<file path="src/rtl/reorder_buffer.sv">
// Circular in-order reorder buffer. It allocates one tag per decoded instruction
// and captures CDB results. It answers dispatch operand lookups by tag, retires
// at most one entry per cycle in program order, and flushes the whole buffer
// when a mispredicted control instruction retires.
module reorder_buffer #(
  parameter int ROB_SIZE = 16,
  parameter int TAG_W    = 4
) (
  input  logic             clk,
  input  logic             rst,
  input  logic             rdy,
  input  logic             alloc_valid,
  input  logic [4:0]       alloc_reg_dest,
  output logic [TAG_W-1:0] alloc_tag,
  output logic             full,
  input  logic             cdb_valid,
  input  logic [TAG_W-1:0] cdb_tag,
  input  logic [31:0]      cdb_data,
  input  logic             cdb_mispredict,
  input  logic [31:0]      cdb_target,
  input  logic [TAG_W-1:0] q1_tag,
  input  logic [TAG_W-1:0] q2_tag,
  output logic             q1_ready,
  output logic [31:0]      q1_data,
  output logic             q2_ready,
  output logic [31:0]      q2_data,
  output logic             commit_valid,
  output logic [4:0]       commit_reg_dest,
  output logic [TAG_W-1:0] commit_tag,
  output logic [31:0]      commit_data,
  output logic             clear,
  output logic [31:0]      clear_pc
);

  // Per-entry control flags (reset) and payload (not reset).
  logic [ROB_SIZE-1:0] busy;
  logic [ROB_SIZE-1:0] ready;
  logic [ROB_SIZE-1:0] mispredict;
  logic [4:0]          reg_dest_q [ROB_SIZE];
  logic [31:0]         data_q     [ROB_SIZE];
  logic [31:0]         target_q   [ROB_SIZE];

  logic [TAG_W-1:0] head;
  logic [TAG_W-1:0] tail;
  logic [TAG_W:0]   count;

  logic do_alloc;
  logic do_write;
  logic do_commit;
  logic do_flush;

  assign full      = (count == (TAG_W+1)'(ROB_SIZE));
  assign alloc_tag = tail;

  // All events are suppressed while the flush pulse is out; full is the
  // pre-edge value, so an allocate alongside a commit while full is dropped.
  assign do_alloc  = alloc_valid && !full && !clear;
  assign do_write  = cdb_valid && busy[cdb_tag] && !clear;
  assign do_commit = busy[head] && ready[head] && !clear;
  assign do_flush  = do_commit && mispredict[head];

  // Operand lookups with same-cycle CDB bypass.
  always_comb begin
    q1_ready = ready[q1_tag];
    q1_data  = data_q[q1_tag];
    q2_ready = ready[q2_tag];
    q2_data  = data_q[q2_tag];
    if (cdb_valid && (cdb_tag == q1_tag)) begin
      q1_ready = 1'b1;
      q1_data  = cdb_data;
    end
    if (cdb_valid && (cdb_tag == q2_tag)) begin
      q2_ready = 1'b1;
      q2_data  = cdb_data;
    end
  end

  // Pointers, entry flags, commit port and flush pulse.
  always_ff @(posedge clk) begin
    if (rst) begin
      head            <= '0;
      tail            <= '0;
      count           <= '0;
      busy            <= '0;
      ready           <= '0;
      mispredict      <= '0;
      commit_valid    <= 1'b0;
      commit_reg_dest <= '0;
      commit_tag      <= '0;
      commit_data     <= '0;
      clear           <= 1'b0;
      clear_pc        <= '0;
    end else if (rdy) begin
      commit_valid <= do_commit;
      clear        <= do_flush;

      if (do_commit) begin
        commit_reg_dest <= reg_dest_q[head];
        commit_tag      <= head;
        commit_data     <= data_q[head];
      end
      if (do_flush) begin
        clear_pc <= target_q[head];
      end

      // The allocated slot is never busy when allocation is allowed, so the
      // allocate and CDB updates below never target the same entry.
      if (do_alloc) begin
        busy[tail]       <= 1'b1;
        ready[tail]      <= 1'b0;
        mispredict[tail] <= 1'b0;
        tail             <= tail + 1'b1;
      end
      if (do_write) begin
        ready[cdb_tag]      <= 1'b1;
        mispredict[cdb_tag] <= cdb_mispredict;
      end
      if (do_commit) begin
        busy[head] <= 1'b0;
        head       <= head + 1'b1;
      end

      case ({do_alloc, do_commit})
        2'b10:   count <= count + 1'b1;
        2'b01:   count <= count - 1'b1;
        default: count <= count;
      endcase

      // NOTE: within one always_ff the last non-blocking assignment to a
      // variable wins, so the flush overrides the individual updates above.
      if (do_flush) begin
        head  <= '0;
        tail  <= '0;
        count <= '0;
        busy  <= '0;
      end
    end
  end

  // Entry payload storage.
  // NOTE: payload arrays have no reset; every read of them is qualified by a
  // flag that is reset, so the reset fan-out stays on the flags only.
  always_ff @(posedge clk) begin
    if (!rst && rdy) begin
      if (do_alloc) begin
        reg_dest_q[tail] <= alloc_reg_dest;
      end
      if (do_write) begin
        data_q[cdb_tag]   <= cdb_data;
        target_q[cdb_tag] <= cdb_target;
      end
    end
  end

endmodule

</file>
<file path="config.mk">
export PLATFORM = sky130hd
export DESIGN_NAME = reorder_buffer
export DESIGN_NICKNAME = d
export VERILOG_FILES = /design/src/rtl/reorder_buffer.sv
export SDC_FILE = /design/constraint.sdc
export NUM_CORES = 2
export LEC_CHECK = 0
export BUFFER_PORTS_ARGS = -buffer_cell sky130_fd_sc_hd__buf_2
export CAP_MARGIN = 5
export CORE_MARGIN = 10
export CORE_UTILIZATION = 47
export DETAILED_ROUTE_END_ITERATION = 10
export GPL_ROUTABILITY_DRIVEN = 0
export MAX_ROUTING_LAYER = met4
export SETUP_SLACK_MARGIN = 0.05
export SYNTH_ARGS = -nofsm -noshare
export SYNTH_HDL_FRONTEND = slang
export SYNTH_SLANG_ARGS = --single-unit
</file>
<file path="constraint.sdc">
create_clock -name clk -period 23.5 [get_ports clk]
set_clock_uncertainty 0.05 [all_clocks]
set_input_delay 4.7 -clock clk [delete_from_list [all_inputs] [get_ports clk]]
set_output_delay 4.7 -clock clk [all_outputs]
set_load 0.05 [all_outputs]
</file>
* Word level (Yosys, flattened, before mapping)
Memory sizes are Yosys's and may differ from the RTL's. A register that Yosys moved wholly into a read port is not among the register bits.
Index checks and enable logic that the tools add are counted.
Widths: inputs -> output; s select.
** Operators by class
- Add/sub/neg operators :: 4
- $mul :: 0
- Div/mod/pow operators :: 0
- Magnitude comparators :: 8
- Eq/ne operators :: 5
- Shift operators :: 0
- Multiplexer cells :: 48
- Bitwise operators :: 7
- Reduce and logical (&&, ||, !) cells :: 24
** Operator list (number)
- $mux 16 :: 13
- $mux 32 :: 2
- $and 16x16->16 :: 3
- $not 16->16 :: 2
- $or 16x16->16 :: 2
- $lt 4x5->1 const B :: 5
- $bmux 1 s4 :: 6
- $mux 1 :: 17
- $bwmux 16 :: 1
- $mux 4 :: 4
- $logic_and 1x1->1 :: 13
- $demux 1 s4 :: 3
- $ge 4x1->1 const B :: 3
- $pmux 5 s2 :: 1
- $reduce_and 2->1 :: 5
- $add 4x1->4 const B :: 2
- $eq 4x4->1 :: 2
- $add 5x1->5 const B :: 1
- $eq 5x5->1 const B :: 1
- $mux 5 :: 1
- $sub 5x1->5 const B :: 1
- $reduce_bool 2->1 :: 2
- $logic_not 1->1 :: 3
- $reduce_bool 3->1 :: 1
- other kinds (2) :: 2
** Storage, ports and cells
- Bits in registers :: 67
- Bits in latches :: 0
- Bits in writable memories :: 1104
- ROM bits :: 0
- Input bits :: 87
- Output and inout bits :: 146
- Word-level logic and storage cells :: 108
- Memories kept :: 3
** Memories
- data_q :: depth 16, width 32, rd ports 3, clocked after memory_dff 1, write ports 1, line 40 : logic [31:0] data_q [ROB_SIZE];
- target_q :: depth 16, width 32, rd ports 1, clocked after memory_dff 1, write ports 1, line 41 : logic [31:0] target_q [ROB_SIZE];
- reg_dest_q :: depth 16, width 5, rd ports 1, clocked after memory_dff 1, write ports 1, line 39 : logic [4:0] reg_dest_q [ROB_SIZE];

* Depth between registers and ports, before layout
- Depth after elaboration :: 11
- Mapped depth :: 12
- Depth with buffers taken out :: 10

* Worst setup path after synthesis
OpenSTA, ideal clock, no wires.
- Kind :: input to register
- Start point :: input cdb_tag[1]
- End point :: memory data_q[0][0], enable pin
- Library setup time :: 0.645 ns
- Data arrival time :: 11.804 ns
- Required time :: 22.805 ns
- Path slack :: 11.002 ns
- Cell stages on the path :: 5
- Buffers on the path :: 2
- Cells stage by stage :: clkbuf_1 > clkbuf_1 > mux4_2 > nand3b_1 > nor4_1
** Between the ends
- Word-level cells in the longest chain between the ends :: 7
** RTL lines
- start, declared :: line 17 : input logic [TAG_W-1:0] cdb_tag,
- $bmux 1 s4 :: line 58 : assign do_write = cdb_valid && busy[cdb_tag] && !clear;
- $mux 1 (implied by the code) :: line 58
- $logic_and 1x1->1 (2 in series) :: line 58
- $mux 1 :: line 148 : if (do_write) begin
- $mux 1 :: line 144 : if (!rst && rdy) begin
- $mux 1 (implied by the code) :: line 149 : data_q[cdb_tag] <= cdb_data;
- end, declared :: line 40
Several ways; a longest one is shown, not always the timed one. The select of a mux whose other input is x is not followed.

* Worst setup path after layout
- Start point :: input q2_tag[0]
- End point :: output q2_data[30]
** Between the ends
- Word-level cells in the longest chain between the ends :: 3
- Elaborated cells on any way between the ends :: 4
- Classes of those cells :: eq/ne: 1; mux: 1; reduce/logical: 1; memory: 1
** RTL lines
- start, declared :: line 22 : input logic [TAG_W-1:0] q2_tag,
- parallel branches: the longest is 2 deep, another holds $mem_v2 16x32
- $mux 32 (*) :: line 72 : if (cdb_valid && (cdb_tag == q2_tag)) begin
- end, declared :: line 26 : output logic [31:0] q2_data,
Every way passes the cells marked *.

==> impl_metrics.xml <==
<?xml version="1.0" encoding="UTF-8"?>
<metrics>
  <group name="run_status">
    <metric name="result_of_the_run" unit="">finished clean</metric>
  </group>
  <group name="detailed_routing">
    <metric name="routed_wire_length_per_instance" unit="um">33.23</metric>
    <metric name="route.antenna.remaining_nets" unit="">0</metric>
    <metric name="drt_pre_antenna_iters" unit="">6</metric>
    <metric name="detail_route.iter0.violations" unit="">3308</metric>
    <metric name="via_count" unit="">31189</metric>
    <metric name="postRouteWirelength" unit="um">158500</metric>
    <metric name="route.detailed.drc" unit="">0</metric>
    <metric name="route.detailed.vias_per_inst" unit="">6.539</metric>
  </group>
  <group name="timing">
    <metric name="worst_pin_slew" unit="ns">1.292</metric>
    <metric name="layout_worst_path_cycle_share" unit="">0.5744</metric>
    <metric name="timing.max_slew.rel_slack" unit="">0.1363</metric>
    <metric name="max_clock_freq" unit="MHz">74.08</metric>
    <metric name="fin_ws" unit="ns">10.00</metric>
    <metric name="setup_viol_count_final" unit="">0</metric>
    <metric name="final_hold_viol_count" unit="">0</metric>
    <metric name="totalNegativeSetupSlack" unit="ns">0</metric>
    <metric name="finalHoldWorstSlack" unit="ns">0.4003</metric>
    <metric name="slew_violations" unit="">0</metric>
    <metric name="grt_setup_unrepaired" unit="">false</metric>
    <metric name="timing.final.crit_period" unit="ns">13.50</metric>
  </group>
  <group name="clock_network">
    <metric name="tritoncts.num_buffers" unit="">137</metric>
    <metric name="cts_resized" unit="">0</metric>
    <metric name="cts_tree" unit="">built</metric>
    <metric name="postCtsSetupBuffers" unit="">0</metric>
    <metric name="tritoncts_num_sinks" unit="">1240</metric>
    <metric name="worstSkewPairLatency" unit="ns">0.76</metric>
    <metric name="cell_at_the_root_of_the_clock_tree" unit="">sky130_fd_sc_hd__clkbuf_16</metric>
    <metric name="cts_max_level" unit="">4</metric>
    <metric name="clk_path_buf_depth" unit="">3</metric>
    <metric name="cts_hold_buffers" unit="">0</metric>
    <metric name="clk_transition_reported_paths" unit="ns">0.06</metric>
  </group>
  <group name="placed_design">
    <metric name="dp_slack" unit="ns">9.880</metric>
    <metric name="place_hpwl" unit="um">86970</metric>
    <metric name="port-buffer-count" unit="">232</metric>
  </group>
  <group name="critical_path">
    <metric name="regToRegEndpoint" unit="">commit_data[4]$_SDFFE_PP0P_</metric>
    <metric name="worstSetupStartpointType" unit="">input port</metric>
    <metric name="rr_worst_depth" unit="">10</metric>
    <metric name="cp_max_fo" unit="">52</metric>
    <metric name="critical-path-top-delay-family" unit="">buffers and inverters</metric>
    <metric name="critical_path_class" unit="">in2out</metric>
    <metric name="crit_path_end_kind" unit="">primary output</metric>
    <metric name="cp_slowest_cell" unit="">sky130_fd_sc_hd__buf_4</metric>
    <metric name="launch_instance_of_the_worst_register_to_register_path" unit="">head[1]$_SDFFE_PP0P_</metric>
    <metric name="worst-r2r-setup-slack" unit="ns">18.03</metric>
    <metric name="critical_path_buf_inv_count" unit="">4</metric>
    <metric name="max_stage_delay" unit="ns">0.99</metric>
    <metric name="critical_path_arrival" unit="ns">8.75</metric>
    <metric name="critical_path_required" unit="ns">18.75</metric>
    <metric name="timing.critical_path.cells" unit="">clkbuf_8 &gt; buf_4 &gt; buf_4 &gt; mux4_2 &gt; mux4_2 &gt; mux2_2 &gt; buf_2</metric>
  </group>
  <group name="synthesis">
    <metric name="synth-compound-area-share" unit="">0.02250</metric>
    <metric name="ys_seq_elements" unit="">1240</metric>
    <metric name="syn-instance-count" unit="">2822</metric>
    <metric name="synth.largest_area_cell" unit="">sky130_fd_sc_hd__edfxtp_1</metric>
    <metric name="synth_area" unit="sq mm">0.05621</metric>
    <metric name="synth_sequential_area_ratio" unit="">0.6382</metric>
    <metric name="dominantRegCellSynth" unit="">sky130_fd_sc_hd__edfxtp_1</metric>
    <metric name="postSynthAreaPerCell" unit="sq um">19.92</metric>
    <metric name="synthDominantCellAreaShare" unit="">0.5898</metric>
    <metric name="synth_top_family_by_area" unit="">multiplexers</metric>
    <metric name="synth_area_leaders" unit="">sky130_fd_sc_hd__edfxtp_1 59%, sky130_fd_sc_hd__mux4_2 27%, sky130_fd_sc_hd__dfxtp_1 4.8%</metric>
    <metric name="yosys.area_share.simple" unit="">0.02865</metric>
    <metric name="xor_xnor_portion_of_the_synthesized_cell_area" unit="">0.001870</metric>
    <metric name="synth_cell_type_count" unit="">61</metric>
    <metric name="synthMuxAreaShare" unit="">0.2878</metric>
    <metric name="synth-adder-area-share" unit="">0.002226</metric>
    <metric name="net_count_of_the_mapped_netlist" unit="">2919</metric>
    <metric name="synth_edf_count" unit="">1104</metric>
    <metric name="ys_warn_count" unit="">0</metric>
    <metric name="asyncSetResetFlopFracSynth" unit="">0</metric>
  </group>
  <group name="hold_path">
    <metric name="min_path_cells" unit="">2</metric>
    <metric name="holdCritPathClass" unit="">reg2reg</metric>
    <metric name="hold-path-endpoint" unit="">clear_pc[17]$_SDFFE_PP0P_</metric>
    <metric name="hold_path.startpoint" unit="">clear_pc[17]$_SDFFE_PP0P_</metric>
  </group>
  <group name="grt">
    <metric name="via_count_of_the_first_global_routing_pass" unit="">32799</metric>
    <metric name="globalRoute.totalOverflow" unit="">0</metric>
    <metric name="grt_start_max_net_pins" unit="">85</metric>
    <metric name="grt_first_pass_wirelength" unit="um">231900</metric>
    <metric name="track_usage" unit="">0.2413</metric>
    <metric name="grt_antenna_before_repair" unit="">25</metric>
  </group>
  <group name="power">
    <metric name="switching_share" unit="">0.2194</metric>
    <metric name="comb_power_share" unit="">0.052</metric>
    <metric name="relative_contribution_of_the_clock_network_to_total_power" unit="">0.448</metric>
    <metric name="leakagePower" unit="nW">19.62</metric>
    <metric name="power_per_cell_area" unit="mW/mm^2">75.39</metric>
    <metric name="cell_internal_pwr" unit="W">0.003747</metric>
    <metric name="switchingPower" unit="W">0.001053</metric>
    <metric name="totalPowerFinal" unit="W">0.004800</metric>
    <metric name="vdd.ir_drop.worst" unit="uV">69.21</metric>
    <metric name="share_seq_of_total_power" unit="">0.500</metric>
  </group>
  <group name="cells_and_area">
    <metric name="flow.area_growth_from_synthesis" unit="%">13.27</metric>
    <metric name="final_net_count" unit="">3135</metric>
    <metric name="drive_above_1_share" unit="">0.4095</metric>
    <metric name="final_core_utilization" unit="">0.5378</metric>
  </group>
  <group name="floorplan">
    <metric name="total_number_of_placement_rows" unit="">126</metric>
    <metric name="initial_utilization" unit="">0.4748</metric>
    <metric name="core-area" unit="sq mm">0.1184</metric>
    <metric name="ios" unit="">233</metric>
    <metric name="horizontal_die_dimension" unit="um">365.8</metric>
    <metric name="die_y" unit="um">365.8</metric>
    <metric name="floorplan.die_area" unit="sq mm">0.1338</metric>
  </group>
  <group name="job">
    <metric name="cap_viol_max_count" unit="">0</metric>
  </group>
</metrics>
==> synthesized netlist by cell type, types with 2 or more instances <==
cell                          n
sky130_fd_sc_hd__a21boi_0     2
sky130_fd_sc_hd__inv_1       20
sky130_fd_sc_hd__a211o_1      2
sky130_fd_sc_hd__o21ai_0     23
sky130_fd_sc_hd__nor4_2       2
sky130_fd_sc_hd__and2_1       4
sky130_fd_sc_hd__dfxtp_1    136
sky130_fd_sc_hd__nor3_1      26
sky130_fd_sc_hd__a31oi_2      2
sky130_fd_sc_hd__mux2i_1      5
sky130_fd_sc_hd__buf_4        4
sky130_fd_sc_hd__a211oi_1     4
sky130_fd_sc_hd__a31oi_1      7
sky130_fd_sc_hd__nand2_1    185
sky130_fd_sc_hd__mux2_2      64
sky130_fd_sc_hd__or2_2        2
sky130_fd_sc_hd__a22oi_1     21
sky130_fd_sc_hd__clkbuf_1   121
sky130_fd_sc_hd__a22o_1       2
sky130_fd_sc_hd__buf_1       11
sky130_fd_sc_hd__and3_1      19
sky130_fd_sc_hd__nand3b_1     3
sky130_fd_sc_hd__xor2_1       7
sky130_fd_sc_hd__nand2_2      2
sky130_fd_sc_hd__nand3_2      2
sky130_fd_sc_hd__o211ai_1     4
sky130_fd_sc_hd__mux4_2     684
sky130_fd_sc_hd__nor4b_1      2
sky130_fd_sc_hd__xnor2_1      5
sky130_fd_sc_hd__nor2b_1      6
sky130_fd_sc_hd__nor2_1      48
sky130_fd_sc_hd__ha_1        10
sky130_fd_sc_hd__edfxtp_1  1104
sky130_fd_sc_hd__a221oi_1     9
sky130_fd_sc_hd__nand3_1     29
sky130_fd_sc_hd__nor4_1       6
sky130_fd_sc_hd__nand4_1      3
sky130_fd_sc_hd__a21oi_1    119
sky130_fd_sc_hd__nand2b_1     7
sky130_fd_sc_hd__buf_2       89
==> layer usage <==
layer  part of all wire  global-route usage  vias up
met5                  0                   -        -
met3              0.083             0.04859      321
met2               0.50              0.3833     1528
met1               0.39              0.3143    16835
li1                   -                   -    12505
met4              0.028             0.07482        0
==> how the worst max path moves through the flow <==
stage,from,endpoint,depth (start not counted)
6_report,q2_tag[0],q2_data[30],7
3_3_place_gp,q2_tag[0],q2_data[4],7
3_5_place_dp,q2_tag[0],q2_data[4],7
2_1_floorplan,cdb_tag[1],data_q[0][0]$_DFFE_PP_,5
5_1_grt,q2_tag[0],q2_data[30],7
4_1_cts,q2_tag[0],q2_data[4],7
==> cell type report <==
| type | count | area (sq um) |
|---|---|---|
| clock inverter | 65 | 720.7 |
| sequential | 1240 | 35890 |
| timing repair buffer | 303 | 1735 |
| tap | 1600 | 2002 |
| multi-input combinational | 1336 | 19410 |
| antenna | 17 | 42.54 |
| clock buffer | 189 | 3797 |
| inverter | 20 | 75.07 |
| fill | 9167 | 54730 |
==> worst min-delay path, cell delays in order (launching register included) <==
cell	delay, ns
sky130_fd_sc_hd__dfxtp_1	0.30
sky130_fd_sc_hd__nand2_1	0.05
sky130_fd_sc_hd__a21oi_1	0.05
==> state kept, by name, summed over array words and instances, names as in the netlist, 5 cells and up <==
signal,cells
busy,16
commit_reg_dest,5
commit_data,32
count,5
target_q,512
reg_dest_q,80
mispredict,16
ready,16
clear_pc,32
data_q,512
==> power groups by stage <==
stage,logic [W],clock network (W),registers [W]
finish,0.000252,0.00215,0.00240
global route,0.000264,0.00228,0.00240
CTS,0.000254,0.00219,0.00240
detailed placement,0.000253,0,0.00244
global placement,0.000249,0,0.00244
floorplan,0.000162,0,0.00245
==> cell families after synthesis <==
group                    after synthesis
multiplexers                         753
adder cells (fa/ha/maj)               10
AO/OA/AOI/OAI                        208
AND/OR/NAND/NOR                      353
XOR/XNOR                              12
buffers and inverters                246
flip-flops                          1240
==> metrics by stage <==
| step | cells | cell area [sq um] |
|---|---|---|
| after floorplan | 2822 | 56210 |
| after global placement | 4499 | 59110 |
| after detailed placement | 4499 | 59110 |
| after CTS | 4753 | 63630 |
| after global routing | 4769 | 63670 |
| final | 4770 | 63670 |
==> layout by cell type (no fill, tap or decap), drive strengths merged, types with 8 or more instances in the layout <==
cell type and n:
nor2 49, mux2 64, inv 31, edfxtp 1104, nor3 27, a221oi 9
o21ai 24, nand2 187, nor4 8, a22oi 21, and3 19, dfxtp 136
a31oi 9, nand3 31, bufinv 11, mux4 684, a21oi 119, clkbuf 191
diode 17, clkinv 40, buf 301, ha 10
Power figures use the tool's default switching activity.
